`src/rtl/hls_ctrl_master_if.sv`:
```
// Handshake bundle between the ap_ctrl_hs sequencer, its command/response
// clients and one HLS kernel. The master modport is the sequencer's view.
interface hls_ctrl_master_if #(
  parameter int IN_W  = 3,
  parameter int OUT_W = 2
);
  // Command port (job operands)
  logic             cmd_valid;
  logic             cmd_ready;
  logic [IN_W-1:0]  cmd_data;
  // Response port (result + status)
  logic             rsp_valid;
  logic             rsp_ready;
  logic [OUT_W-1:0] rsp_data;
  logic [1:0]       rsp_status;
  // Kernel block-level control and data
  logic             dut_ap_start;
  logic             dut_ap_done;
  logic             dut_ap_idle;
  logic             dut_ap_ready;
  logic [IN_W-1:0]  dut_args;
  logic [OUT_W-1:0] dut_res;
  logic             dut_res_ap_vld;

  modport master (
    input  cmd_valid, cmd_data, rsp_ready,
    input  dut_ap_done, dut_ap_idle, dut_ap_ready, dut_res, dut_res_ap_vld,
    output cmd_ready, rsp_valid, rsp_data, rsp_status, dut_ap_start, dut_args
  );

  modport slave (
    output cmd_valid, cmd_data, rsp_ready,
    output dut_ap_done, dut_ap_idle, dut_ap_ready, dut_res, dut_res_ap_vld,
    input  cmd_ready, rsp_valid, rsp_data, rsp_status, dut_ap_start, dut_args
  );
endinterface

```
`src/rtl/hls_ctrl_master.sv`:
```
// Initiator side of the ap_ctrl_hs handshake: takes one job from the command
// port, pulses ap_start to the kernel, captures the ap_vld-qualified result and
// returns result + status on the response port, with a timeout guard.
module hls_ctrl_master #(
  parameter int IN_W  = 3,
  parameter int OUT_W = 2,
  parameter int TMO   = 255,
  parameter int CNT_W = 16
) (
  input  logic               ap_clk,
  input  logic               ap_rst,
  hls_ctrl_master_if.master  bus,
  output logic               busy,
  output logic [CNT_W-1:0]   job_count
);

  // Timer only needs to reach TMO-1: the expiry decision is taken on that cycle.
  localparam int                TMR_W    = (TMO < 2) ? 1 : $clog2(TMO);
  localparam logic [TMR_W-1:0]  TMR_LAST = TMR_W'(TMO - 1);

  localparam logic [1:0] ST_OK    = 2'b00;
  localparam logic [1:0] ST_TMO   = 2'b01;
  localparam logic [1:0] ST_NOVLD = 2'b10;

  typedef enum logic [1:0] {S_IDLE, S_START, S_WAIT, S_RESP} state_t;

  state_t           state;
  logic [TMR_W-1:0] timer;
  logic             vld_seen;
  logic             cmd_ready_q;
  logic             rsp_valid_q;
  logic [OUT_W-1:0] rsp_data_q;
  logic [1:0]       rsp_status_q;
  logic             ap_start_q;
  logic [IN_W-1:0]  args_q;

  // ap_idle is informational only; it never steers the sequencer.
  logic unused_ap_idle;
  assign unused_ap_idle = bus.dut_ap_idle;

  assign bus.cmd_ready    = cmd_ready_q;
  assign bus.rsp_valid    = rsp_valid_q;
  assign bus.rsp_data     = rsp_data_q;
  assign bus.rsp_status   = rsp_status_q;
  assign bus.dut_ap_start = ap_start_q;
  assign bus.dut_args     = args_q;

  // Job sequencer: every output is a register updated alongside the state.
  // NOTE: sequential state uses non-blocking (<=) so every register samples
  // pre-edge values, regardless of statement order within the block.
  always_ff @(posedge ap_clk) begin
    if (ap_rst) begin
      state        <= S_IDLE;
      timer        <= '0;
      vld_seen     <= 1'b0;
      cmd_ready_q  <= 1'b0;
      rsp_valid_q  <= 1'b0;
      rsp_data_q   <= '0;
      rsp_status_q <= ST_OK;
      ap_start_q   <= 1'b0;
      args_q       <= '0;
      busy         <= 1'b0;
      job_count    <= '0;
    end else begin
      unique case (state)
        S_IDLE: begin
          if (bus.cmd_valid && cmd_ready_q) begin
            args_q      <= bus.cmd_data;
            timer       <= '0;
            vld_seen    <= 1'b0;
            cmd_ready_q <= 1'b0;
            ap_start_q  <= 1'b1;
            busy        <= 1'b1;
            state       <= S_START;
          end else begin
            cmd_ready_q <= 1'b1;
          end
        end

        S_START, S_WAIT: begin
          // Last strobe before (or with) ap_done wins.
          if (bus.dut_res_ap_vld) begin
            rsp_data_q <= bus.dut_res;
            vld_seen   <= 1'b1;
          end
          timer <= timer + 1'b1;
          if (bus.dut_ap_done) begin
            // Done takes priority over a coincident timer expiry.
            ap_start_q   <= 1'b0;
            rsp_valid_q  <= 1'b1;
            rsp_status_q <= (vld_seen || bus.dut_res_ap_vld) ? ST_OK : ST_NOVLD;
            state        <= S_RESP;
          end else if (timer == TMR_LAST) begin
            ap_start_q   <= 1'b0;
            rsp_valid_q  <= 1'b1;
            rsp_status_q <= ST_TMO;
            state        <= S_RESP;
          end else if (state == S_START && bus.dut_ap_ready) begin
            ap_start_q <= 1'b0;
            state      <= S_WAIT;
          end
        end

        S_RESP: begin
          if (bus.rsp_ready) begin
            rsp_valid_q <= 1'b0;
            job_count   <= job_count + 1'b1;
            cmd_ready_q <= 1'b1;
            busy        <= 1'b0;
            state       <= S_IDLE;
          end
        end

        default: state <= S_IDLE;
      endcase
    end
  end

endmodule

```
`src/flat_wrapper.sv`:
```
// flat-port wrapper written by rule: the top's interface ports become plain ports
module hls_ctrl_master_flat 
#(
  parameter int IN_W  = 3,
  parameter int OUT_W = 2,
  parameter int TMO   = 255,
  parameter int CNT_W = 16
)
  (ap_clk, ap_rst, busy, job_count, bus_cmd_valid, bus_cmd_data, bus_rsp_ready, bus_dut_ap_done, bus_dut_ap_idle, bus_dut_ap_ready, bus_dut_res, bus_dut_res_ap_vld, bus_cmd_ready, bus_rsp_valid, bus_rsp_data, bus_rsp_status, bus_dut_ap_start, bus_dut_args);
  hls_ctrl_master_if #(.IN_W(IN_W), .OUT_W(OUT_W)) bus_i ();
  input  logic ap_clk;
  input  logic ap_rst;
  output logic busy;
  output logic [CNT_W-1:0] job_count;
  input wire logic [$bits(bus_i.cmd_valid)-1:0] bus_cmd_valid;
  input wire logic [$bits(bus_i.cmd_data)-1:0] bus_cmd_data;
  input wire logic [$bits(bus_i.rsp_ready)-1:0] bus_rsp_ready;
  input wire logic [$bits(bus_i.dut_ap_done)-1:0] bus_dut_ap_done;
  input wire logic [$bits(bus_i.dut_ap_idle)-1:0] bus_dut_ap_idle;
  input wire logic [$bits(bus_i.dut_ap_ready)-1:0] bus_dut_ap_ready;
  input wire logic [$bits(bus_i.dut_res)-1:0] bus_dut_res;
  input wire logic [$bits(bus_i.dut_res_ap_vld)-1:0] bus_dut_res_ap_vld;
  output wire logic [$bits(bus_i.cmd_ready)-1:0] bus_cmd_ready;
  output wire logic [$bits(bus_i.rsp_valid)-1:0] bus_rsp_valid;
  output wire logic [$bits(bus_i.rsp_data)-1:0] bus_rsp_data;
  output wire logic [$bits(bus_i.rsp_status)-1:0] bus_rsp_status;
  output wire logic [$bits(bus_i.dut_ap_start)-1:0] bus_dut_ap_start;
  output wire logic [$bits(bus_i.dut_args)-1:0] bus_dut_args;
  assign bus_i.cmd_valid = bus_cmd_valid;
  assign bus_i.cmd_data = bus_cmd_data;
  assign bus_i.rsp_ready = bus_rsp_ready;
  assign bus_i.dut_ap_done = bus_dut_ap_done;
  assign bus_i.dut_ap_idle = bus_dut_ap_idle;
  assign bus_i.dut_ap_ready = bus_dut_ap_ready;
  assign bus_i.dut_res = bus_dut_res;
  assign bus_i.dut_res_ap_vld = bus_dut_res_ap_vld;
  assign bus_cmd_ready = bus_i.cmd_ready;
  assign bus_rsp_valid = bus_i.rsp_valid;
  assign bus_rsp_data = bus_i.rsp_data;
  assign bus_rsp_status = bus_i.rsp_status;
  assign bus_dut_ap_start = bus_i.dut_ap_start;
  assign bus_dut_args = bus_i.dut_args;
  hls_ctrl_master #(.IN_W(IN_W), .OUT_W(OUT_W), .TMO(TMO), .CNT_W(CNT_W)) u_core (.ap_clk(ap_clk), .ap_rst(ap_rst), .bus(bus_i), .busy(busy), .job_count(job_count));
endmodule
```
`config.mk`:
```
export PLATFORM = sky130hd
export DESIGN_NAME = hls_ctrl_master_flat
export DESIGN_NICKNAME = d
export VERILOG_FILES = /design/src/rtl/hls_ctrl_master_if.sv /design/src/rtl/hls_ctrl_master.sv /design/src/flat_wrapper.sv
export SDC_FILE = /design/constraint.sdc
export NUM_CORES = 1
export LEC_CHECK = 0
export ABC_AREA = 1
export BUFFER_PORTS_ARGS = -buffer_cell sky130_fd_sc_hd__buf_2
export CAP_MARGIN = 10
export CORE_UTILIZATION = 35
export CTS_CLUSTER_DIAMETER = 60
export DETAILED_ROUTE_END_ITERATION = 16
export GPL_ROUTABILITY_DRIVEN = 0
export GPL_TIMING_DRIVEN = 0
export MAX_ROUTING_LAYER = met4
export PLACE_DENSITY = 0.57
export SYNTH_ARGS = -nofsm -noshare
export SYNTH_HDL_FRONTEND = slang
export SYNTH_SLANG_ARGS = --single-unit
```
`constraint.sdc`:
```
create_clock -name ap_clk -period 1.65 [get_ports ap_clk]
set_input_delay 0 -clock ap_clk [delete_from_list [all_inputs] [get_ports ap_clk]]
set_output_delay 0 -clock ap_clk [all_outputs]
set_load 0.005 [all_outputs]
```
# [Yosys cells after proc, flatten, opt, wreduce, memory -nomap -nowiden]
# Cells that the tools add are included.
[op_classes] n_addsub=2 n_mux=27 reduce_logical=20 eq_ne=9
[op_table] cell="adder 16 x 1 -> 16 bit (second input constant)" n=1
[op_table] cell="2-to-1 mux 2 bit" n=8
[op_table] cell="case mux 8 bit (2 select lines)" n=1
[op_table] cell="AND reduction 3 bit" n=5
[op_table] cell="AND reduction 2 bit" n=6
[op_table] cell="2-to-1 mux 1 bit" n=11
[op_table] cell="case mux 1 bit (2 select lines)" n=5
[op_table] cell="adder 8 x 1 -> 8 bit (second input constant)" n=1
[op_table] cell="== test 8 bit (second input constant)" n=1
[op_table] cell="2-to-1 mux 8 bit" n=1
[op_table] cell="nonzero test 2 bit" n=4
[op_table] cell="case mux 2 bit (3 select lines)" n=1
[op_table] cell="== test 2 bit (second input constant)" n=2
[op_table] cell="inequality test 2 bit (second input constant)" n=2
[op_table] cell="inequality test 4 x 2 -> 1 bit (second input constant)" n=1
[op_table] cell="inequality test 3 x 2 -> 1 bit (second input constant)" n=1
[op_table] cell="== test 2 x 1 -> 1 bit (second input constant)" n=1
[op_table] cell="logical AND 1 bit" n=2
[op_table] cell="logical NOT 2 bit" n=1
[op_table] cell="inequality test 2 x 1 -> 1 bit (second input constant)" n=1
[op_table] cell="OR reduction 2 bit" n=1
[op_table] cell="logical OR 1 bit" n=1
[totals] inputBits=13 out_inout_bits=27 elab_cells=69 regBits=38

# [Depth between registers and ports, before layout]
# Gate-level depths: netlist of run 1.
[depth] depth_word=6 depth_mapped=10 mapped_depth_nobuf=10

# [Worst setup path before layout of run 1]
# Ideal clock, no wire load.
[synth_timing] path_type="register to register" start="register u_core.state[0]" end="register u_core.state[0]" t_arrival_ns=1.331 setup_time_ns=0.114 slack_ns=0.204 required_time_ns=1.536 path_buffers=1 synth_period_minus_slack_ns=1.446 path_stages_with_launch=11 cell_sequence="dfxtp_1 inv_1 ha_1 buf_2 inv_1 nor2_1 nand3_1 nand2_2 nand2_1 nand2_1 nor2_2"
[synth_between] elab_chain_len=4 word_cells_on_any_way=11 cone_classes="eq/ne: 6; mux: 1; reduce/logical: 4"
[synth_lines] item="from (decl)" line_no="hls_ctrl_master.sv:27" rtl="state_t state;"
[synth_lines] item="from (signal assigned)" line_no="hls_ctrl_master.sv:53" rtl="state <= S_IDLE;"
[synth_lines] item="from (signal assigned)" line_no="hls_ctrl_master.sv:74" rtl="state <= S_START;"
[synth_lines] item="from (signal assigned)" line_no="hls_ctrl_master.sv:92" rtl="state <= S_RESP;"
[synth_lines] item="== test 2 bit or == test 2 x 1 -> 1 bit (tied branches)" line_no="hls_ctrl_master.sv:65, hls_ctrl_master.sv:98"
[synth_lines] item="OR reduction 2 bit or logical AND 1 bit (tied branches)" line_no="hls_ctrl_master.sv:65, hls_ctrl_master.sv:98"
[synth_lines] item="inequality test 4 x 2 -> 1 bit (no source line)"
[synth_lines] item="AND reduction 3 bit (no source line)"
# Parallel ways exist; a longest one is shown, timed or not.
# A chain may end at the register's enable or synchronous reset.

# [Worst setup path in the final report of run 1]
# Same ends and word-level chain as after synthesis.

==> results.json, run 1 <==
{
  "tightest_slew_ns": 0.498,
  "drc": 0,
  "timing.final.crit_share": 0.912,
  "die_h_um": 75.8,
  "drtIter0Drc": 65,
  "cts_root_buf": "clkbuf_8",
  "worstSetupStartpointType": "flop",
  "routedWlPerCell_um": 10.8,
  "grt_pass1_vias": 1580,
  "synth_seq_area_share": 0.399,
  "synth_flop_cell": "dfxtp_1",
  "synthTopCellsByCount": "64 x nand2_1, 42 x nor2_1, 38 x dfxtp_1",
  "yosys.cell_types.count": 24,
  "synth-seq-cells": 38,
  "async_flop_share": 0,
  "cts_tree": "built",
  "cts_buffers": 5,
  "relSlewSlack": 0.668,
  "wl_um": 4260,
  "yosysMostFrequentCell": "nand2_1",
  "syn_nets": 295,
  "critPathSlowestCell": "dfxtp_2",
  "dpl.cell_count": 383,
  "clkSinkCount": 38,
  "postLayoutCoreUtil": 0.452,
  "yosysWarnings": 0,
  "path_cells": "inv_1, ha_1, buf_4, inv_2, nor2_2, nand3_2, nand2_2, nand2_1, nand2_1, nor2_2",
  "vias": 1792,
  "clock-skew-final_ns": 0.00426,
  "drive_gt1_frac": 0.234,
  "area_delta_synth_final_pct": 22.8,
  "stdcell_count": 395,
  "synth_cells": 275,
  "cpPeakStageDelay_ns": 0.35,
  "dr_wl_met3_um": 111,
  "cts_max_path_buffers": 2,
  "n_antenna_cell": 0,
  "clk_latency_ns": 0.29,
  "core-area_sq_um": 5170,
  "track_usage": 0.171,
  "maxUsedRoutingLayer": "met4",
  "min_period_ns": 1.50,
  "grt_pass1_wl_um": 7100,
  "grt_max_degree": 11,
  "leakage_nw": 1.05,
  "netlist_top_cells_area": "dfxtp_1 40%, nand2_1 13%, nor2_1 8.3%, inv_1 6.5%, a21oi_1 5.8%",
  "setup_viol": 0,
  "whs_ns": 0.0167,
  "antenna_left": 0,
  "fmax_mhz": 664,
  "finalSetupTns_ns": 0,
  "synth_top_area_frac": 0.399,
  "critPathArrivalTime_ns": 1.69,
  "min_path_type": "in2reg",
  "p_per_area_nw_per_um2": 1120,
  "die_w_um": 75.8,
  "synth_area_per_cell_sq_um": 6.92,
  "row_count": 26,
  "rsz0062_at_grt": "no",
  "start_util": 0.368,
  "vias_per_cell": 4.54,
  "cap_violations": 0,
  "status": "finished clean",
  "m1WireLength_um": 2230,
  "synth_top_cell_by_area": "dfxtp_1",
  "io_pins": 40,
  "crit_type": "reg2reg",
  "path_clk_slew_ns": 0.07,
  "netlist_area_sq_um": 1900,
  "io_buffers": 38,
  "finalHoldViolations": 0,
  "peakVddDrop_mv": 0.721,
  "htree_levels": 2,
  "crit_required_ns": 1.83,
  "gr-total-overflow": 0,
  "final-max-slew-violation-count": 0,
  "dr_wl_met2_um": 1860,
  "final_nets": 346,
  "cp-end-kind": "flop",
  "die-area_sq_um": 5740,
  "synth-edff-count": 0,
  "dp_hpwl_um": 3080,
  "drtPass1Iterations": 4,
  "crit_fanout": 8,
  "antenna_found_initial": 0
}
final timing paths:
kind / cells after the start / endpoint / startpoint / slack, ns
setup reg to reg: 10 / u_core.state[0] / u_core.state[0] / 0.15
setup / recovery: 10 / u_core.state[0] / u_core.state[0] / 0.15
hold / removal: 4 / u_core.bus.rsp_status[1] / bus_dut_res_ap_vld / 0.02
hold reg to reg: 2 / u_core.bus.rsp_status[1] / u_core.bus.rsp_status[1] / 0.46
report_power, final:
| part | internal, mW | total, mW | switching (mW) |
|---|---|---|---|
| sequential | 1.04 | 1.11 | 0.0701 |
| clock | 0.322 | 0.637 | 0.314 |
| combinational | 0.321 | 0.874 | 0.553 |
| total | 1.69 | 2.62 | 0.937 |
critical path: cells and delay by family (launching register included):
| kind | cells | cell delay [ns] |
|---|---|---|
| adders and majority gates | 1 | 0.28 |
| buffers and inverters | 3 | 0.29 |
| DFF | 1 | 0.35 |
| and+or+nand+nor | 6 | 0.46 |
cells by family after synthesis:
family	synth area share
XOR/XNOR	0.0138
adder cells (fa/ha/maj)	0.0460
flip-flops	0.399
AND/OR/NAND/NOR	0.360
buffers and inverters	0.0834
AO/OA/AOI/OAI	0.0972
layer usage:
metal | track usage | vias up
met5 | - | -
met4 | 0.0700 | 0
met3 | 0.0423 | 6
met2 | 0.248 | 24
met1 | 0.225 | 799
li1 | - | 963
layout make-up:
cell class	instances	area, sq um
fillers	555	2830
multi-input cells	195	995
flip-flops and latches	38	762
repair buffers	44	250
inverters	38	143
well taps	70	87.6
clock buffers	6	82.6
plain buffers	4	18.8
per-stage QoR:
stage	power (mW)	cell area [sq um]	setup WS [ns]
after floorplan	1.72	1900	0.204
after global placement	1.95	2180	0.0381
after detailed placement	1.96	2180	0.00484
after CTS	2.63	2330	0.0316
after global routing	2.82	2340	0.0146
final	2.62	2340	0.145
cells in the final DEF, fill, tap and decap left out:
cell,synthesis,final
clkbuf_1,3,3
nor3_2,1,1
nand4_1,2,2
buf_2,1,38
inv_1,33,32
nand3_1,12,11
nor2_4,1,1
dfxtp_1,38,37
buf_4,0,1
nand2_1,64,64
xor2_1,3,3
nand3_2,4,5
nand2_2,6,6
a21oi_1,22,22
nand2_4,1,1
clkbuf_8,0,6
nor3b_1,2,2
nor2_1,42,41
nor3b_2,1,1
ha_1,7,6
nor3_1,5,5
inv_2,5,6
o21ai_0,15,15
dlygate4sd3_1,0,6
nor2_2,5,6
nand4_2,1,1
ha_2,0,1
or2_4,1,1
dfxtp_2,0,1
registers in the layout, indices dropped and copies added, names as in the netlist, 2 cells and up:
signal and count:
u_core.job_count 16, u_core.bus.rsp_status 2, u_core.state 2, u_core.bus.dut_args 3, u_core.timer 8, u_core.bus.rsp_data 2
timing repair:
action                     CTS  global route
hold buffers                 6             0
setup buffers                0             0
resized for setup            1             5
setup endpoints to repair    1            11
hold endpoints to repair     7             0
(Power assumes the default switching activity.)
==> inputs of run 2 (changes only) <==
--- a/config.mk
+++ b/config.mk
@@ -7,7 +7,8 @@
 export LEC_CHECK = 0
 export ABC_AREA = 1
 export BUFFER_PORTS_ARGS = -buffer_cell sky130_fd_sc_hd__buf_2
-export CAP_MARGIN = 10
+export CAP_MARGIN = 40
+export CORE_MARGIN = 8
 export CORE_UTILIZATION = 35
 export CTS_CLUSTER_DIAMETER = 60
 export DETAILED_ROUTE_END_ITERATION = 16
==> run 2 against run 1 <==
Against the previous run:
- combinational power up 0.7%
- first-iteration DRC count fell by 6.2%
- critical path depth stayed put
- maximum frequency rose by 0.83%
- design area increased by 1.0%
- utilization decreased by 1.2 points
- count of clock-buffer cells in the layout unchanged
- critical endpoint unchanged
- largest power group unchanged
- highest routed layer unchanged
==> results.json, run 2 (synthesis results as in run 1) <==
{
  "status": "finished clean",
  "n_antenna_cell": 0,
  "fmax_mhz": 670,
  "io_pins": 40,
  "hold_path_end": "u_core.bus.rsp_status[1]",
  "cts_setup_buffers": 0,
  "min_path_type": "in2reg",
  "crit_required_ns": 1.84,
  "rsz0062_at_grt": "no",
  "routedWlPerCell_um": 11.2,
  "finalHoldViolations": 0,
  "clk_latency_ns": 0.29,
  "grt_pass1_vias": 1785,
  "area_delta_synth_final_pct": 24.0,
  "gr-total-overflow": 0,
  "drtPass1Iterations": 4,
  "die-area_sq_um": 8060,
  "reg2reg_from": "u_core.state[0]",
  "track_usage": 0.118,
  "htree_levels": 2,
  "final_common_cell": "nand2_1",
  "clkSinkCount": 38,
  "antenna_left": 0,
  "r2r-end": "u_core.state[0]",
  "ff2ff_setup_slack_ns": 0.16,
  "min_period_ns": 1.49,
  "timing.final.crit_share": 0.905,
  "peakVddDrop_mv": 0.486,
  "largest_register": "u_core.job_count",
  "antenna_found_initial": 0,
  "dp_hpwl_um": 3420,
  "grt_max_degree": 13,
  "crit_type": "reg2reg",
  "die_w_um": 89.8,
  "worstSetupStartpointType": "flop",
  "critical_path.startpoint": "u_core.state[0]",
  "relSlewSlack": 0.672,
  "critPathArrivalTime_ns": 1.68,
  "largest_reg_flops": 16,
  "holdPathStages": 4,
  "drc": 0,
  "path_clk_slew_ns": 0.08,
  "finalSetupTns_ns": 0,
  "vias_per_cell": 4.52,
  "drtIter0Drc": 61,
  "crit_fanout": 8,
  "n_fill_cell": 573,
  "cts_tree": "built",
  "leakage_nw": 1.06,
  "setup_viol": 0,
  "layout.cells.most_common_list": "63 x nand2_1, 41 x nor2_1, 38 x buf_2, 36 x dfxtp_1, 32 x inv_1",
  "reg2reg_depth": 10,
  "die_h_um": 89.8,
  "postLayoutCellArea_sq_um": 2360,
  "start_util": 0.355,
  "cap_violations": 0,
  "cts_root_buf": "clkbuf_8",
  "min_from": "bus_dut_res_ap_vld",
  "vias": 1803,
  "io_buffers": 38,
  "cp-end-kind": "flop",
  "p_per_area_nw_per_um2": 1130,
  "final_nets": 346,
  "drive_gt1_frac": 0.245,
  "wl_um": 4480,
  "row_count": 27,
  "tightest_slew_ns": 0.492,
  "final-max-slew-violation-count": 0,
  "cts_max_path_buffers": 2,
  "cts_buffers": 5,
  "place_area_sq_um": 2180,
  "clock-skew-final_ns": 0.00587,
  "core-area_sq_um": 5370,
  "grt_pass1_wl_um": 7840
}
run 2: changes by cell type in the layout (fill, tap and decap cells not counted), sizes merged:
cell / delta
clkinv: +1
clkinvlp: +1
run 2: final cells by class:
cell class              count  area, sq um  area share
plain buffers               4         18.8     0.00794
clock buffers               6         82.6      0.0350
clock inverters             2         12.5     0.00530
inverters                  38          143      0.0604
multi-input cells         195         1000       0.424
flip-flops and latches     38          763       0.323
well taps                  72         90.1      0.0381
repair buffers             44          250       0.106
run 2: critical path, cell delays in order, from the launching register on:
cell	delay, ns
dfxtp_2	0.36
inv_1	0.07
ha_1	0.28
buf_4	0.14
inv_2	0.07
nor2_4	0.12
nand3_2	0.10
nand2_2	0.09
nand2_1	0.05
nand2_1	0.06
nor2_2	0.04
run 2: timing repair:
action | CTS | global route
resized for setup | 1 | 9
endpoints found under the hold margin | 7 | 0
endpoints found under the setup margin | 1 | 5
hold buffers | 6 | 0
pin swaps | 0 | 1
run 2: metrics by stage:
| stage | util | hold WS, ns | power, mW | setup slack [ns] | instances |
|---|---|---|---|---|---|
| 2_1_floorplan | - | 0.0695 | 1.72 | 0.204 | 275 |
| 3_5_place_dp | 0.407 | 0.242 | 1.97 | -0.00352 | 385 |
| 4_1_cts | 0.436 | 0.00693 | 2.68 | 0.0253 | 399 |
| 3_3_place_gp | 0.407 | 0.224 | 1.96 | 0.0133 | 385 |
| 5_1_grt | 0.440 | 0.0451 | 2.89 | 0.0251 | 399 |
| 6_report | 0.440 | 0.0129 | 2.67 | 0.157 | 399 |
run 2: how the worst max path moves through the flow:
stage                      end  slack [ns]  cells past startpoint
4_1_cts        u_core.state[0]        0.03                     10
5_1_grt        u_core.state[0]        0.03                     10
3_3_place_gp   u_core.state[0]        0.01                     10
2_1_floorplan  u_core.state[0]        0.20                     10
3_5_place_dp   u_core.state[0]      -0.004                     10
6_report       u_core.state[0]        0.16                     10
run 2: power by group:
part / internal (mW) / total [mW] / switching [mW] / leakage, nW
combinational: 0.328 / 0.880 / 0.552 / 0.703
clock: 0.336 / 0.675 / 0.339 / 0.0472
sequential: 1.04 / 1.12 / 0.0728 / 0.309
run 2: metal layers:
layer / vias up / wire [um] / GRT usage / share of wire
met5: - / 0 / - / 0
met1: 804 / 2100 / 0.127 / 0.47
li1: 967 / - / - / -
met4: 0 / 71 / 0.0494 / 0.016
met3: 7 / 160 / 0.0333 / 0.036
met2: 25 / 2150 / 0.198 / 0.48
